[config.mk]
export PLATFORM = sky130hd
export DESIGN_NAME = pb_preset_cycler
export DESIGN_NICKNAME = d
export VERILOG_FILES = /design/src/rtl/pb_preset_cycler.sv
export SDC_FILE = /design/constraint.sdc
export NUM_CORES = 1
export LEC_CHECK = 0
export ABC_AREA = 1
export CAP_MARGIN = 0
export CORE_UTILIZATION = 55
export DETAILED_ROUTE_END_ITERATION = 6
export PLACE_DENSITY = 0.8
export SETUP_SLACK_MARGIN = 0.3
export SYNTH_ARGS = -nofsm -noshare
export SYNTH_HDL_FRONTEND = slang
export SYNTH_SLANG_ARGS = --single-unit
[constraint.sdc]
create_clock -name clk -period 1.96 [get_ports clk]
set_input_delay 0.392 -clock clk [delete_from_list [all_inputs] [get_ports clk]]
set_output_delay 0.392 -clock clk [all_outputs]
set_load 0.01 [all_outputs]
[src/rtl/pb_preset_cycler.sv]
// rtl/pb_preset_cycler.sv - push-button driven EQ preset stepper with load handshake and lockout
// Optional: `define PB_PRESET_ACK_TIMEOUT_EN adds the ack_err output and a 256-cycle REQ watchdog.
module pb_preset_cycler #(
  parameter int NUM_PRESETS = 4,
  parameter int LOCKOUT_CYC = 500000
) (
  input  logic                           clk,
  input  logic                           rst_n,
  input  logic                           released,
  input  logic                           load_ack,
  output logic [$clog2(NUM_PRESETS)-1:0] preset,
  output logic                           load_req,
  output logic                           busy
`ifdef PB_PRESET_ACK_TIMEOUT_EN
  ,
  output logic                           ack_err
`endif
);

  localparam int PW = $clog2(NUM_PRESETS);
  localparam int CW = $clog2(LOCKOUT_CYC + 1);

  typedef enum logic [1:0] {
    S_IDLE = 2'd0,
    S_REQ  = 2'd1,
    S_LOCK = 2'd2
  } state_t;

  state_t          state, state_nx;
  logic [PW-1:0]   preset_nx;
  logic            load_req_nx;
  logic [CW-1:0]   cnt, cnt_nx;
`ifdef PB_PRESET_ACK_TIMEOUT_EN
  logic [7:0]      wd, wd_nx;
  logic            ack_err_nx;
`endif

  // State register plus all registered outputs; reset aborts any request in flight
  always_ff @(posedge clk or negedge rst_n) begin
    if (!rst_n) begin
      state    <= S_IDLE;
      preset   <= '0;
      load_req <= 1'b0;
      cnt      <= '0;
`ifdef PB_PRESET_ACK_TIMEOUT_EN
      wd       <= '0;
      ack_err  <= 1'b0;
`endif
    end else begin
      state    <= state_nx;
      preset   <= preset_nx;
      load_req <= load_req_nx;
      cnt      <= cnt_nx;
`ifdef PB_PRESET_ACK_TIMEOUT_EN
      wd       <= wd_nx;
      ack_err  <= ack_err_nx;
`endif
    end
  end

  // Next-state logic: step preset on a pulse in IDLE, hold REQ until ack, then serve lockout
  always_comb begin
    state_nx    = state;
    preset_nx   = preset;
    load_req_nx = load_req;
    cnt_nx      = cnt;
`ifdef PB_PRESET_ACK_TIMEOUT_EN
    wd_nx       = wd;
    ack_err_nx  = ack_err;
`endif
    case (state)
      S_IDLE: begin
        load_req_nx = 1'b0;
        if (released) begin
          preset_nx   = (preset == PW'(NUM_PRESETS - 1)) ? '0 : preset + PW'(1);
          load_req_nx = 1'b1;
          state_nx    = S_REQ;
`ifdef PB_PRESET_ACK_TIMEOUT_EN
          wd_nx       = '0;
`endif
        end
      end
      S_REQ: begin
        load_req_nx = 1'b1;
        // An ack on the timeout edge is a normal exit, so it is tested first
        if (load_ack) begin
          load_req_nx = 1'b0;
          cnt_nx      = CW'(LOCKOUT_CYC - 1);
          state_nx    = S_LOCK;
        end
`ifdef PB_PRESET_ACK_TIMEOUT_EN
        else if (wd == 8'hFF) begin
          load_req_nx = 1'b0;
          ack_err_nx  = 1'b1;
          cnt_nx      = CW'(LOCKOUT_CYC - 1);
          state_nx    = S_LOCK;
        end else begin
          wd_nx = wd + 8'd1;
        end
`endif
      end
      S_LOCK: begin
        load_req_nx = 1'b0;
        if (cnt == '0) begin
          state_nx = S_IDLE;
        end else begin
          cnt_nx = cnt - CW'(1);
        end
      end
      default: begin
        load_req_nx = 1'b0;
        state_nx    = S_IDLE;
      end
    endcase
  end

  // Output decode: busy reflects only the registered state
  always_comb begin
    busy = (state != S_IDLE);
  end

endmodule

==> results of run 1 <==
## cell usage in the layout (no fill, tap or decap), drive strengths merged
cell type,count
xnor2,2
dfrtp,24
nand4,4
inv,23
and2,1
clkbuf,3
dlymetal6s2s,1
xor2,4
o21ai,11
bufinv,1
nor2,37
clkdlybuf4s50,5
a21o,1
ha,2
nand2,79
buf,7
nor3,2
a21boi,1
mux2,1
dlygate4sd2,1
o31ai,2
a21oi,1
nand3,18
## logic make-up after synthesis
kind of cell / Yosys count
adders and majority gates: 2
muxes: 1
buffers and inverters: 27
xor gates and xnor gates: 6
DFF: 24
AOI/OAI and AO/OA: 16
and+or+nand+nor: 141
## final timing paths
path / start / to
setup / recovery: preset[0] / preset[0]
hold / removal: rst_n / cnt[15]
setup reg to reg: cnt[7] / cnt[7]
hold reg to reg: cnt[18] / cnt[18]
max in group asynchronous: rst_n / cnt[10]
min in group clk: cnt[18] / cnt[18]
## layer usage
layer	track usage [%]	vias to the layer above
met5	0	-
met4	7.86	0
met2	36.0	20
met1	33.4	636
li1	-	710
met3	2.09	5
## repair_timing
item | in CTS | in global routing
pin swaps | 1 | 1
gates resized for setup | 3 | 6
endpoints found under the setup margin | 22 | 20
setup buffers | 5 | 0
## sequential cells by signal, indices dropped and copies added, names as in the netlist
| register | flops |
|---|---|
| preset | 2 |
| state | 2 |
| cnt | 19 |
| load_req | 1 |
## metrics by stage
| stage | power [mW] | cell area, µm² | instances | utilization, % | worst slack, ps |
|---|---|---|---|---|---|
| global route | 2.85 | 1800 | 262 | 66.0 | 293 |
| global placement | 2.07 | 1670 | 253 | 61.1 | 239 |
| floorplan | 1.83 | 1580 | 217 | - | 380 |
| finish | 2.62 | 1800 | 262 | 66.0 | 348 |
| detailed placement | 2.10 | 1670 | 253 | 61.1 | 190 |
| CTS | 2.59 | 1780 | 262 | 65.2 | 301 |
## cell type report
class	count	area (µm²)	area share, %
timing repair buffer	14	136	7.56
sequential	24	602	33.4
tap	31	38.8	2.15
multi-input combinational	166	886	49.1
inverter	23	88.8	4.92
clock buffer	3	22.5	1.25
clock inverter	1	30.0	1.66
## power groups by stage
| stage | Combinational, mW | Clock, mW | Sequential, mW |
|---|---|---|---|
| finish | 1.42 | 0.368 | 0.837 |
| floorplan | 1.00 | 0 | 0.827 |
| detailed placement | 1.25 | 0 | 0.852 |
| global route | 1.59 | 0.394 | 0.859 |
| global placement | 1.22 | 0 | 0.848 |
| CTS | 1.39 | 0.371 | 0.827 |
==> flow_metrics.py, run 1 <==
metrics = {
    "die": {
        "pin_count": 8,
        "die_w_um": 55.7,
        "start_util_pct": 57.9,
        "dieHeight_um": 55.7,
        "core_um2": 2730,
        "rows": 19,
        "dieArea_um2": 3100,
    },
    "logic_synthesis": {
        "synthTopCellsByArea": "dfrtp_1 (38%), nand2_1 (18%), nor2_1 (7.6%)",
        "synth_ff_type": "dfrtp_1",
        "async_flop_share_pct": 100,
        "ys_ff_latch": 24,
        "synth_common_cells": "nand2_1 (75), nor2_1 (32), dfrtp_1 (24)",
        "synthMuxAreaShare_pct": 0.711,
        "syn_inst": 217,
        "synthesis.nets": 223,
        "postSynthAreaPerCell_um2": 7.30,
        "netlist.area_leader.share_pct": 37.9,
        "synth_top_family_by_area": "simple AND/OR/NAND/NOR gates",
        "synth-xor-area-share_pct": 3.32,
        "yosysTopAreaCell": "dfrtp_1",
        "synth_compound_gate_area_share_pct": 8.53,
        "synth_cell_types": 27,
        "syn_area_um2": 1580,
        "synth-edff-count": 0,
        "yosysSeqAreaShare_pct": 37.9,
        "synth-simple-area-share_pct": 40.1,
        "synth_fa_ha_area_share_pct": 1.58,
        "synth.most_common_cell": "nand2_1",
        "ys_warn_count": 0,
    },
    "worst_setup_path": {
        "critPathRequiredTime_ps": 1570,
        "r2r.worst_path.cells": 8,
        "max_stage_delay_ps": 530,
        "critPathArrivalTime_ps": 1220,
        "crit_chain": "clkdlybuf4s50_1",
        "worst-path-max-fanout": 2,
        "slowest_stage": "clkdlybuf4s50_1",
        "end_kind": "primary output",
        "cp-start-kind": "flop",
        "cpLargestDelayFamily": "buffers and inverters",
        "cp.depth": 1,
        "worstPathBufferInverterCount": 1,
        "critPathKind": "reg -> out",
        "r2r_setup_slack_ps": 390,
    },
    "clock_tree": {
        "numCtsBuffers": 3,
        "clockBufferDepth": 2,
        "cts-root-buf": "clkbuf_4",
        "cts_tree": "done",
        "hold_buffers": 0,
        "clkLatencyLatePin_ps": 320,
        "path_clk_slew_ps": 140,
        "cts_max_level": 1,
        "clock_sinks": 24,
    },
    "cells_and_area": {
        "nets": 238,
        "drive_above_1_share_pct": 16.5,
        "syn_to_final_growth_pct": 13.9,
        "insertedDiodeCount": 0,
        "fillerInstances": 226,
    },
    "global_routing": {
        "grt_pass1_wl_um": 5730,
        "grt_pass1_vias": 1293,
        "grt-ovfl-total": 0,
        "grt_max_degree": 26,
        "grt_use_total_pct": 22.9,
        "grt_antenna_before_repair": 0,
    },
    "placement": {
        "routabilityCongestion": 0.917,
        "dpl.hpwl_um": 2280,
        "port_buffers": 7,
    },
    "hold_path": {
        "hold_class": "in -> async",
    },
    "routing": {
        "wl_met1_um": 1540,
        "wl_um": 3170,
        "wl_per_cell_um": 12.1,
        "vias_per_cell": 5.23,
        "drtPass1Iterations": 4,
        "routed.top_layer": "met4",
        "vias": 1371,
        "wl_met3_um": 95,
        "drc_errors": 0,
        "met2_length_um": 1490,
        "antenna_left": 0,
        "dr.first_iter.drc_count": 76,
    },
    "timing": {
        "hold_violations": 0,
        "slew_headroom_pct": 77.9,
        "setup_tns_ps": 0,
        "setup_viol": 0,
        "fin_crit_ps": 1610,
        "fmax_ghz": 0.621,
        "slew_viol_final": 0,
        "rsz0062_at_grt": "true",
        "hold-worst-slack_ps": 403,
        "period_share_pct": 82.2,
        "worst_pin_slew_ps": 330,
        "finClkSkew_ps": 7.66,
    },
    "flow_run": {
        "cap_viol_max_count": 0,
    },
    "pwr": {
        "power.density_nw_per_um2": 1450,
        "p_switching_mw": 1.18,
        "p_seq_share_pct": 31.9,
        "share_comb_of_total_power_pct": 54.1,
        "ir_drop_mv": 1.34,
        "swShare_pct": 45.1,
        "p_leak_nw": 0.896,
        "p_int_mw": 1.44,
        "clkPwrFrac_pct": 14.0,
    },
    "run_status": {
        "status": "finished, final reports clean",
    },
}
No activity file was read; power rests on OpenSTA's default activity.
==> run 2: changes to the inputs <==
==> constraint.sdc (replaced) <==
create_clock -name clk -period 1.5 [get_ports clk]
set_input_delay 0.3 -clock clk [delete_from_list [all_inputs] [get_ports clk]]
set_output_delay 0.3 -clock clk [all_outputs]
set_load 0.01 [all_outputs]
==> run 2 against run 1 <==
Net effect: die area did not move; wire length rose by 23%; sequential power rose by 27%; critical path type is now reg -> reg; clock skew rose by 8.8 ps; total power rose by 53%; largest power group unchanged; sequential share of layout area fell by 5.3 points; largest cell class unchanged; first-iteration DRC count rose by 16%; count of clock-buffer cells in the layout rose by 1.
==> flow_metrics.py, run 2 (synthesized netlist as in run 1, its figures left out) <==
metrics = {
    "run_status": {
        "status": "finished, final reports clean",
    },
    "routing": {
        "vias_per_cell": 5.26,
        "dr.first_iter.drc_count": 88,
        "drc_errors": 0,
        "drtPass1Iterations": 4,
        "antenna_left": 0,
        "wl_um": 3920,
        "vias": 1552,
        "wl_per_cell_um": 13.3,
    },
    "timing": {
        "fmax_ghz": 0.680,
        "fin_crit_ps": 1470,
        "setup_tns_ps": 0,
        "hold-worst-slack_ps": 314,
        "finClkSkew_ps": 16.4,
        "worst_pin_slew_ps": 324,
        "rsz0062_at_grt": "true",
        "slew_headroom_pct": 78.2,
        "setup_viol": 0,
        "period_share_pct": 98.0,
        "slew_viol_final": 0,
        "hold_violations": 0,
    },
    "clock_tree": {
        "clockBufferDepth": 2,
        "cts_max_level": 1,
        "hold_buffers": 0,
        "numCtsBuffers": 3,
        "clkLatencyLatePin_ps": 320,
        "path_clk_slew_ps": 140,
        "clock_sinks": 24,
        "cts_tree": "done",
        "cts-root-buf": "clkbuf_4",
    },
    "cells_and_area": {
        "largestRegisters": "cnt: 19 flops, preset: 2 flops, state: 2 flops",
        "drive_above_1_share_pct": 40.5,
        "syn_to_final_growth_pct": 35.3,
        "largest_reg_flops": 19,
        "insertedDiodeCount": 0,
        "layout_common_cells": "nand2_1 (62), buf_4 (35), dfrtp_1 (23)",
        "nets": 271,
        "final_common_cell": "nand2_1",
        "fin_area_um2": 2140,
        "largest_register": "cnt",
    },
    "global_routing": {
        "grt_use_total_pct": 26.7,
        "grt_use_met3_pct": 2.79,
        "grt_pass1_wl_um": 6510,
        "grt_max_degree": 25,
        "use_met1_pct": 38.5,
        "grt_pass1_vias": 1429,
        "grtUsageMet2_pct": 42.9,
        "busiest_layer": "met2",
        "grt_antenna_before_repair": 0,
        "grt-ovfl-total": 0,
    },
    "worst_setup_path": {
        "critPathRequiredTime_ps": 1710,
        "slowest_stage": "dfrtp_1",
        "cp-start-kind": "flop",
        "max_stage_delay_ps": 430,
        "worst-path-max-fanout": 8,
        "crit_chain": "nor2_1, nand2_1, nor2_4, nand3_4, a21boi_4, buf_12, a21oi_2",
        "critPathArrivalTime_ps": 1680,
        "critPathKind": "reg -> reg",
        "end_kind": "flop",
    },
    "pwr": {
        "power.density_nw_per_um2": 1880,
        "p_int_mw": 2.16,
        "p_switching_mw": 1.87,
        "p_leak_nw": 1.06,
        "clkPwrFrac_pct": 8.7,
        "ir_drop_mv": 1.53,
        "share_comb_of_total_power_pct": 65.1,
        "swShare_pct": 46.5,
        "p_seq_share_pct": 26.3,
    },
    "flow_run": {
        "cap_viol_max_count": 0,
    },
    "die": {
        "start_util_pct": 57.9,
        "pin_count": 8,
        "rows": 19,
        "die_w_um": 55.7,
        "core_um2": 2730,
        "dieArea_um2": 3100,
        "dieHeight_um": 55.7,
    },
    "hold_path": {
        "hold_class": "in -> async",
    },
    "placement": {
        "port_buffers": 7,
        "routabilityCongestion": 0.830,
        "dpl_cell_area_um2": 1890,
        "dpl.hpwl_um": 2590,
    },
}
-- run 2: cell count changes in the layout (fill, tap and decap cells not counted), moves of 3 or more --
cell     change
buf_2        +4
buf_6        +3
nand2_2     +13
nand2_1     -13
nor2_1      -15
nor2_4       +4
nor2_2      +11
buf_4       +29
-- run 2: area by class of cell --
class | count | area, µm²
Clock buffer | 4 | 36.3
Fill cell | 183 | 591
Inverter | 23 | 86.3
Multi-Input combinational cell | 167 | 1010
Sequential cell | 24 | 602
Tap cell | 31 | 38.8
Timing Repair Buffer | 46 | 367
-- run 2: per-stage QoR --
stage / cells / setup WS (ps) / util [%] / power [mW]
after floorplan: 217 / 63.7 / - / 2.42
after global placement: 279 / -18.7 / 69.2 / 3.12
after detailed placement: 279 / -76.4 / 69.2 / 3.17
after CTS: 292 / 17.7 / 74.7 / 3.75
after global routing: 295 / -70.1 / 78.4 / 4.34
final: 295 / 30.5 / 78.4 / 4.03
-- run 2: metal layers --
layer | vias up | wire length [µm]
met1 | 722 | 1820
met4 | 0 | 72
met5 | - | 0
met2 | 43 | 1830
met3 | 10 | 190
li1 | 777 | -
-- run 2: what timing repair did --
item	CTS	global route
buffers inserted	8	3
endpoints found under the setup margin	24	23
gates cloned	1	0
resized for setup	31	28
pin swaps	10	14
-- run 2: worst paths after layout --
path                            end  cells after the start  slack (ps)      from
min                          cnt[4]                      2         310     rst_n
min in group clk           load_req                      2         590  state[0]
max reg2reg                  cnt[0]                      7          30   cnt[11]
min reg2reg                load_req                      2         590  state[0]
max in group asynchronous   cnt[17]                      2         940     rst_n
max                          cnt[0]                      7          30   cnt[11]
-- run 2: power by group through the flow --
stage / Combinational [mW] / Clock [mW] / Sequential [mW]
3_5_place_dp: 2.10 / 0 / 1.07
4_1_cts: 2.36 / 0.348 / 1.05
2_1_floorplan: 1.34 / 0 / 1.08
6_report: 2.62 / 0.350 / 1.06
3_3_place_gp: 2.05 / 0 / 1.06
5_1_grt: 2.88 / 0.381 / 1.08
-- run 2: critical path, delay by kind of cell (launching register included) --
family          cells  cell delay [ps]
compound gates      2              250
flops               1              430
buf+inv             1              160
simple gates        4              510
==> run 3: changes to the inputs <==
--- a/config.mk
+++ b/config.mk
@@ -8,6 +8,7 @@
 export ABC_AREA = 1
 export CAP_MARGIN = 0
 export CORE_UTILIZATION = 55
+export CTS_BUF_LIST = sky130_fd_sc_hd__clkbuf_16
 export DETAILED_ROUTE_END_ITERATION = 6
 export PLACE_DENSITY = 0.8
 export SETUP_SLACK_MARGIN = 0.3
==> run 3 against run 2 <==
Net effect: the flow now finishes with violations (setup timing); first-iteration DRC count up 27%; total power is 3.8% higher; core utilization grew 0.41 points; clock power rose by 67%; critical endpoint is now cnt[15].
==> flow_metrics.py, run 3 (synthesized netlist as in run 1, its figures left out) <==
metrics = {
    "run_status": {
        "status": "finished with violations",
        "violations": "setup timing",
    },
    "worst_setup_path": {
        "worst-path-max-fanout": 8,
        "cpLargestDelayFamily": "simple AND/OR/NAND/NOR gates",
        "critPathArrivalTime_ps": 1700,
        "r2r_setup_slack_ps": -6,
        "end_kind": "flop",
        "crit_chain": "nor2_4, nand2_4, nor2_8, nand3_4, a21boi_4, buf_12, nand2_2, nand2_1",
        "critPathRequiredTime_ps": 1700,
        "cp-start-kind": "flop",
        "worstPathBufferInverterCount": 1,
        "max_stage_delay_ps": 460,
        "slowest_stage": "dfrtp_2",
        "critPathKind": "reg -> reg",
    },
    "routing": {
        "drtPass1Iterations": 4,
        "wl_per_cell_um": 14.1,
        "dr.first_iter.drc_count": 112,
        "drc_errors": 0,
        "vias": 1561,
        "antenna_left": 0,
        "vias_per_cell": 5.38,
        "wl_um": 4080,
    },
    "pwr": {
        "p_seq_share_pct": 26.0,
        "p_switching_mw": 1.90,
        "ir_drop_mv": 1.58,
        "p_leak_nw": 1.05,
        "swShare_pct": 45.3,
        "power.density_nw_per_um2": 1940,
        "power.total_mw": 4.18,
        "share_comb_of_total_power_pct": 60.0,
        "clkPwrFrac_pct": 14.0,
        "p_int_mw": 2.29,
    },
    "die": {
        "dieArea_um2": 3100,
        "rows": 19,
        "core_um2": 2730,
        "die_w_um": 55.7,
        "start_util_pct": 57.9,
        "pin_count": 8,
        "dieHeight_um": 55.7,
    },
    "cells_and_area": {
        "finalNonFillerCells": 290,
        "fin_area_um2": 2150,
        "final_common_cell": "nand2_1",
        "drive_above_1_share_pct": 37.8,
        "layout_common_cells": "nand2_1 (60), buf_4 (32), dfrtp_1 (23)",
        "fillerInstances": 173,
        "syn_to_final_growth_pct": 36.0,
        "multi_input_area_um2": 1020,
        "largest_reg_flops": 19,
        "largest_register": "cnt",
        "largestRegisters": "cnt: 19 flops, preset: 2 flops, state: 2 flops",
        "insertedDiodeCount": 0,
        "regArea_um2": 602,
        "nets": 266,
    },
    "global_routing": {
        "grt_max_degree": 25,
        "grt-ovfl-total": 0,
        "grt_pass1_vias": 1431,
        "grt_use_total_pct": 27.6,
        "use_met1_pct": 38.0,
        "busiest_layer": "met2",
        "grt_use_met3_pct": 3.49,
        "grt_antenna_before_repair": 0,
        "grt_pass1_wl_um": 6590,
        "grtUsageMet2_pct": 44.4,
    },
    "placement": {
        "dpl_cell_area_um2": 1890,
        "pre_cts_slack_ps": -76.4,
        "dp.cells": 279,
        "routabilityCongestion": 0.830,
        "port_buffers": 7,
        "dpl.hpwl_um": 2590,
    },
    "timing": {
        "finClkSkew_ps": 1.60,
        "rsz0062_at_grt": "true",
        "fmax_ghz": 0.664,
        "fin_crit_ps": 1510,
        "setup_viol": 5,
        "setup_slack_ps": -6.13,
        "worst_pin_slew_ps": 319,
        "period_share_pct": 100,
        "hold-worst-slack_ps": 401,
        "slew_viol_final": 0,
        "hold_violations": 0,
        "slew_headroom_pct": 78.6,
    },
    "clock_tree": {
        "cts_tree": "done",
        "numCtsBuffers": 3,
        "cts-root-buf": "clkbuf_16",
        "clock_sinks": 24,
        "path_clk_slew_ps": 60,
        "clockBufferDepth": 2,
        "clkLatencyLatePin_ps": 260,
        "cts_max_level": 1,
    },
    "hold_path": {
        "hold_class": "in -> async",
    },
    "flow_run": {
        "cap_viol_max_count": 0,
    },
}
run 3: cell types whose count changed in the layout (fill, tap and decap cells not counted), sizes merged:
| cell | change |
|---|---|
| clkinv | +1 |
| buf | -8 |
| clkdlybuf4s15 | +2 |
run 3: stage by stage:
step | TNS [ps] | utilization, %
CTS | -9.84 | 75.5
finish | -23.9 | 78.8
global route | -1680 | 78.8
detailed placement | -735 | 69.2
global placement | -74.4 | 69.2
floorplan | 0 | -
run 3: what timing repair did:
action	4_1_cts	5_1_grt
setup buffers	5	1
resized for setup	24	28
pin swaps	14	7
gates cloned	1	0
setup endpoints to repair	24	24
hold buffers	0	0
run 3: layer usage:
metal,vias to the layer above,wire length [µm]
met5,-,0
met3,14,142
met2,42,1930
met1,740,1870
met4,0,133
li1,765,-
run 3: area by class of cell:
class / count / share of cell area [%]
repair buffers: 41 / 15.4
flip-flops and latches: 24 / 27.9
clock buffers: 3 / 3.48
well taps: 31 / 1.80
multi-input cells: 167 / 47.2
inverters: 23 / 4.01
clock inverters: 1 / 0.174
run 3: worst register-to-register path: stages, from the launching register on:
cell,delay [ps]
dfrtp_2,460
nor2_4,180
nand2_4,90
nor2_8,100
nand3_4,100
a21boi_4,230
buf_12,170
nand2_2,50
nand2_1,60
run 3: final timing paths:
| kind | startpoint | endpoint | cells past startpoint |
|---|---|---|---|
| worst max-delay path | cnt[3] | cnt[15] | 8 |
| worst min-delay path | rst_n | cnt[10] | 2 |
| worst max register to register | cnt[3] | cnt[15] | 8 |
| worst min register to register | state[1] | load_req | 1 |
| max in group asynchronous | rst_n | cnt[3] | 2 |
| min in group clk | state[1] | load_req | 1 |
run 3: power by group through the flow:
| stage | Combinational, mW | Sequential [mW] | Clock [mW] |
|---|---|---|---|
| finish | 2.51 | 1.09 | 0.586 |
| global route | 2.74 | 1.11 | 0.628 |
| CTS | 2.30 | 1.06 | 0.589 |
| detailed placement | 2.10 | 1.07 | 0 |
| global placement | 2.05 | 1.06 | 0 |
| floorplan | 1.34 | 1.08 | 0 |
